### src/rtl/sync_hs_ctl_pkg.sv
// sync_hs_ctl_pkg: shared state encodings and default sizes for the req/ack handshake controllers
package sync_hs_ctl_pkg;
    typedef enum logic [1:0] {
        SYNC_HS_IDLE  = 2'd0,
        SYNC_HS_REQ   = 2'd1,
        SYNC_HS_ACKLO = 2'd2
    } sync_hs_state_e;
    localparam int SYNC_HS_DW          = 32;
    localparam int SYNC_HS_SYNC_STAGES = 2;
    localparam int SYNC_HS_TO_W        = 10;
    localparam int SYNC_HS_TO_MAX      = 1000;
endpackage

### src/rtl/sync_hs_ctl_if.sv
// sync_hs_ctl_if: local requester and foreign-domain handshake signals of the sender controller
interface sync_hs_ctl_if import sync_hs_ctl_pkg::*; #(parameter int DW = SYNC_HS_DW);
    logic          tx_valid;
    logic          tx_ready;
    logic [DW-1:0] tx_data;
    logic          xreq_out;
    logic [DW-1:0] xdata_out;
    logic          xack_async;
    logic          done;
    logic          timeout_err;
    logic          busy;
    modport master (
        input  tx_valid, tx_data, xack_async,
        output tx_ready, xreq_out, xdata_out, done, timeout_err, busy
    );
    modport slave (
        output tx_valid, tx_data, xack_async,
        input  tx_ready, xreq_out, xdata_out, done, timeout_err, busy
    );
endinterface

### src/rtl/sync_hs_ctl_sync_ff_chain.sv
// sync_ff_chain: reset-to-0 flop chain synchronizing an asynchronous level into clk
module sync_ff_chain #(
    parameter int STAGES = 2
) (
    input  logic clk,
    input  logic arst_l,
    input  logic d,
    output logic q
);
    logic [STAGES-1:0] chain_q;
    logic [STAGES-1:0] chain_d;
    // shift the input one stage deeper each edge
    always_comb chain_d = {chain_q[STAGES-2:0], d};
    // chain register, cleared asynchronously
    always_ff @(posedge clk or negedge arst_l)
        if (!arst_l) chain_q <= '0;
        else         chain_q <= chain_d;
    assign q = chain_q[STAGES-1];
endmodule

### src/rtl/sync_hs_ctl.sv
// sync_hs_ctl: sender side of a four-phase req/ack crossing with bundled data and request timeout
module sync_hs_ctl import sync_hs_ctl_pkg::*; #(
    parameter int DW          = SYNC_HS_DW,
    parameter int SYNC_STAGES = SYNC_HS_SYNC_STAGES,
    parameter int TO_W        = SYNC_HS_TO_W,
    parameter int TO_MAX      = SYNC_HS_TO_MAX
) (
    input logic            rclk,
    input logic            arst_l,
    sync_hs_ctl_if.master  bus
);
    localparam logic [TO_W-1:0] TO_LIM  = TO_W'(TO_MAX);
    localparam logic [TO_W-1:0] TO_LAST = TO_W'(TO_MAX - 1);
    localparam bit              TO_EN   = TO_MAX != 0;
    sync_hs_state_e  state_q, state_d;
    logic [TO_W-1:0] cnt_q, cnt_d;
    logic            xreq_q, xreq_d;
    logic [DW-1:0]   xdata_q, xdata_d;
    logic            done_q, done_d;
    logic            to_q, to_d;
    logic            ack_s;
    logic            accept;
    sync_ff_chain #(.STAGES(SYNC_STAGES)) u_sync (
        .clk    (rclk),
        .arst_l (arst_l),
        .d      (bus.xack_async),
        .q      (ack_s)
    );
    assign bus.tx_ready = (state_q == SYNC_HS_IDLE) & ~ack_s;
    assign accept       = bus.tx_valid & bus.tx_ready;
    // next state; ack takes priority over the final timeout cycle, data only loads on accept
    always_comb begin
        state_d = state_q;
        cnt_d   = cnt_q;
        xreq_d  = xreq_q;
        xdata_d = xdata_q;
        done_d  = 1'b0;
        to_d    = 1'b0;
        case (state_q)
            SYNC_HS_IDLE: if (accept) begin
                xdata_d = bus.tx_data;
                xreq_d  = 1'b1;
                cnt_d   = '0;
                state_d = SYNC_HS_REQ;
            end
            SYNC_HS_REQ: begin
                cnt_d = (cnt_q == TO_LIM) ? cnt_q : cnt_q + TO_W'(1);
                if (ack_s) begin
                    xreq_d  = 1'b0;
                    done_d  = 1'b1;
                    state_d = SYNC_HS_ACKLO;
                end else if (TO_EN && cnt_q == TO_LAST) begin
                    xreq_d  = 1'b0;
                    to_d    = 1'b1;
                    state_d = SYNC_HS_ACKLO;
                end
            end
            SYNC_HS_ACKLO: if (!ack_s) state_d = SYNC_HS_IDLE;
            default: state_d = SYNC_HS_IDLE;
        endcase
    end
    // state, counter, request, data and pulse registers
    always_ff @(posedge rclk or negedge arst_l)
        if (!arst_l) begin
            state_q <= SYNC_HS_IDLE;
            cnt_q   <= '0;
            xreq_q  <= 1'b0;
            xdata_q <= '0;
            done_q  <= 1'b0;
            to_q    <= 1'b0;
        end else begin
            state_q <= state_d;
            cnt_q   <= cnt_d;
            xreq_q  <= xreq_d;
            xdata_q <= xdata_d;
            done_q  <= done_d;
            to_q    <= to_d;
        end
    assign bus.xreq_out    = xreq_q;
    assign bus.xdata_out   = xdata_q;
    assign bus.done        = done_q;
    assign bus.timeout_err = to_q;
    assign bus.busy        = state_q != SYNC_HS_IDLE;
endmodule

### src/flat_wrapper.sv
// flat-port wrapper written by rule: the top's interface ports become plain ports
module sync_hs_ctl_flat import sync_hs_ctl_pkg::*;
#(
    parameter int DW          = SYNC_HS_DW,
    parameter int SYNC_STAGES = SYNC_HS_SYNC_STAGES,
    parameter int TO_W        = SYNC_HS_TO_W,
    parameter int TO_MAX      = SYNC_HS_TO_MAX
)
  (rclk, arst_l, bus_tx_valid, bus_tx_data, bus_xack_async, bus_tx_ready, bus_xreq_out, bus_xdata_out, bus_done, bus_timeout_err, bus_busy);
  sync_hs_ctl_if #(.DW(DW)) bus_i ();
  input logic rclk;
  input logic arst_l;
  input wire logic [$bits(bus_i.tx_valid)-1:0] bus_tx_valid;
  input wire logic [$bits(bus_i.tx_data)-1:0] bus_tx_data;
  input wire logic [$bits(bus_i.xack_async)-1:0] bus_xack_async;
  output wire logic [$bits(bus_i.tx_ready)-1:0] bus_tx_ready;
  output wire logic [$bits(bus_i.xreq_out)-1:0] bus_xreq_out;
  output wire logic [$bits(bus_i.xdata_out)-1:0] bus_xdata_out;
  output wire logic [$bits(bus_i.done)-1:0] bus_done;
  output wire logic [$bits(bus_i.timeout_err)-1:0] bus_timeout_err;
  output wire logic [$bits(bus_i.busy)-1:0] bus_busy;
  assign bus_i.tx_valid = bus_tx_valid;
  assign bus_i.tx_data = bus_tx_data;
  assign bus_i.xack_async = bus_xack_async;
  assign bus_tx_ready = bus_i.tx_ready;
  assign bus_xreq_out = bus_i.xreq_out;
  assign bus_xdata_out = bus_i.xdata_out;
  assign bus_done = bus_i.done;
  assign bus_timeout_err = bus_i.timeout_err;
  assign bus_busy = bus_i.busy;
  sync_hs_ctl #(.DW(DW), .SYNC_STAGES(SYNC_STAGES), .TO_W(TO_W), .TO_MAX(TO_MAX)) u_core (.rclk(rclk), .arst_l(arst_l), .bus(bus_i));
endmodule
### config.mk
export PLATFORM = sky130hd
export DESIGN_NAME = sync_hs_ctl_flat
export DESIGN_NICKNAME = d
export VERILOG_FILES = /design/src/rtl/sync_hs_ctl_pkg.sv /design/src/rtl/sync_hs_ctl_if.sv /design/src/rtl/sync_hs_ctl_sync_ff_chain.sv /design/src/rtl/sync_hs_ctl.sv /design/src/flat_wrapper.sv
export SDC_FILE = /design/constraint.sdc
export NUM_CORES = 1
export LEC_CHECK = 0
export CAP_MARGIN = 5
export CORE_MARGIN = 1.5
export CORE_UTILIZATION = 25
export CTS_CLUSTER_SIZE = 10
export DETAILED_ROUTE_END_ITERATION = 10
export HOLD_SLACK_MARGIN = 0.12
export PLACE_DENSITY_LB_ADDON = 0.25
export SLEW_MARGIN = 40
export SYNTH_ARGS = -nofsm -noshare
export SYNTH_HDL_FRONTEND = slang
export SYNTH_HIERARCHICAL = 1
export SYNTH_SLANG_ARGS = --single-unit
### constraint.sdc
create_clock -name rclk -period 2.9 [get_ports rclk]
set_input_delay 0.29 -clock rclk [delete_from_list [all_inputs] [get_ports rclk]]
set_output_delay 0.29 -clock rclk [all_outputs]
set_load 0.01 [all_outputs]
==> impl_metrics.csv <==
group,metric,value,unit
yosys,ys_ff_latch,49,
floorplanning,coreArea,7848,µm²
power,pwr_density_cell,749.1,nW/µm²
sta,finalMaxSlewViolations,0,
critical_path,worstPathRequired,2610,ps
finish,fin_cells,326,
outcome,status,"finished, final reports clean",
power,vdd_drop_max,0.0002354,V
placed_design,numPlacedInstances,318,
drt,wire_per_inst,13.28,µm
floorplanning,rows,32,
finish,nets,262,
finish,fillCellCount,785,
clock_tree,clock_sinks,49,
sta,rsz0062_at_grt,"no",
clock_tree,cts_made_buffers,5,
drt,vias_per_cell,4.304,
power,p_leak,1.254,nW
drt,ant_nets,0,
yosys,synth_area,2063,µm²
yosys,synth_edf_count,0,
clock_tree,clk_latency,300,ps
critical_path,path_class,"reg -> out",
placed_design,gp_congestion,0.7203,
clock_tree,cts_tree,"built",
yosys,yosysWarnings,6,
sta,finalHoldViolCount,0,
sta,worst_pin_slew,689.1,ps
sta,slew_headroom,54.06,%
sta,min_period,2015,ps
floorplanning,dieArea,8807,µm²
drt,wl,4.330,mm
drt,drc,0,
placed_design,port-buffer-count,72,
sta,holdWs,356.6,ps
grt,grt_pass1_wl,6.831,mm
sta,setup_viol,0,
critical_path,crit_path_end_kind,"output pin",
job,maxCapViolations,0,
grt,grt_max_degree,37,
grt,antenna_found_initial,0,
critical_path,worstPathMaxFanout,5,
floorplanning,fp.dieH,93.85,µm
worst_hold_path,min_path_type,"reg -> reg",
grt,grt_usage,10.05,%
clock_tree,clkTransAtPathRegs,90,ps
yosys,syn_inst,146,
sta,max_freq,0.4963,GHz
floorplanning,io_pins,73,
yosys,seq_area_frac_synth,59.43,%
grt,gr-total-overflow,0,
finish,drive_gt1_share,23.21,%
clock_tree,h-tree-depth,2,
clock_tree,clockBufferDepth,2,
placed_design,hpwl,3.134,mm
power,finalPower,2.235,mW
floorplanning,die_x,93.85,µm
finish,utilization,38.03,%
drt,routed-via-count,1403,
sta,setup-tns-final,0,ps
drt,drt_iter0_drc,37,
finish,syn_to_final_growth,44.63,%
floorplanning,start_util,26.29,%
drt,dr.pass1.iters,4,
yosys,synthArstFlopShare,100.0,%
clock_tree,root_buffer,"clkbuf_8",
critical_path,worstPathArrival,1720,ps
yosys,synth_nets,184,
sta,fin_worst_skew,4.231,ps
yosys,synth_cell_types,35,
critical_path,cp-start-kind,"register",
yosys,synthFlopType,"dfrtp_1",
grt,grt_pass1_vias,1399,
yosys,syn_area_per_cell,14.13,µm²
sta,fin_crit_sh,69.48,%
finish,n_antenna_cell,0,
worst max-delay path: stages (launching register included):
cell             delay, ps
dfrtp_1                460
or2_2                  320
nor2_1                  90
clkdlybuf4s50_1        550
through the flow:
stage / setup slack, ps / area [µm²]
after detailed placement: 850.5 / 2884
final: 885.1 / 2984
after floorplan: 1236 / 2063
after global placement: 859.9 / 2884
after global routing: 851.9 / 2984
after CTS: 879.1 / 2984
layer usage:
layer	vias to the layer above	routed length (µm)	GRT usage [%]
met2	52	2053	16.91
met3	6	373	3.317
met4	0	69	3.731
met5	-	0	0
met1	666	1834	11.88
li1	679	-	-
cell usage in the layout (no fill, tap or decap), types with 3 or more instances in the layout:
master and count:
nand2_1 5, clkbuf_8 6, o21ai_0 4, clkdlybuf4s50_1 71, mux2_2 33, and3_1 3, dfrtp_1 49, inv_1 3
buf_4 3, nor2_1 6
logic make-up (layout without fill, tap and decap cells):
kind of cell | count (synthesis) | in the layout | synth area share, %
flops | 49 | 49 | 59.43
simple gates | 32 | 32 | 9.461
xor+xnor | 1 | 1 | 0.4246
fa+ha+maj | 2 | 2 | 1.213
compound gates | 21 | 21 | 8.733
mux | 33 | 33 | 18.01
buf+inv | 8 | 86 | 2.729
cell usage after synthesis (all sizes together), types with 3 or more instances:
cell   count  area share (%)
nand2      5            0.91
mux2      33              18
inv        3            0.55
o21ai      7             2.2
buf        4             2.0
dfrtp     49              59
nor2       6             1.1
and3       3            0.91
state kept, by name, summed over array words and instances (netlist names):
register,count
u_core/state_q,2
u_core/bus.timeout_err,1
u_core/bus.xdata_out,32
u_core/cnt_q,10
u_core/bus.xreq_out,1
u_core/u_sync/chain_q,2
u_core/bus.done,1
final cells by class:
| type | count | area, µm² | area share [%] |
|---|---|---|---|
| inverter | 3 | 11.26 | 0.3774 |
| clock inverter | 1 | 7.507 | 0.2516 |
| sequential | 49 | 1226 | 41.09 |
| multi-input combinational | 89 | 780.7 | 26.16 |
| tap | 102 | 127.6 | 4.277 |
| clock buffer | 6 | 82.58 | 2.767 |
| timing repair buffer | 76 | 748.2 | 25.07 |
final timing paths:
check,startpoint,to,slack (ps),depth (start not counted)
worst min-delay path,u_core/u_sync/chain_q[0],u_core/u_sync/chain_q[1],360,0
worst max-delay path,u_core/state_q[1],bus_tx_ready,890,3
worst max register to register,u_core/state_q[1],u_core/cnt_q[9],1090,4
min in group asynchronous,arst_l,u_core/bus.xdata_out[14],570,2
worst min register to register,u_core/u_sync/chain_q[0],u_core/u_sync/chain_q[1],360,0
max in group asynchronous,arst_l,u_core/cnt_q[5],1620,3
report_power, final:
part	internal (mW)	switching (mW)
combinational	0.528	0.310
sequential	0.880	0.109
clock	0.189	0.220
total	1.60	0.639
what timing repair did:
item                                   CTS  global route
resized for setup                        0             0
endpoints found under the hold margin   30             0
hold buffers                             1             0
setup buffers                            0             0
(Power assumes the default switching activity.)
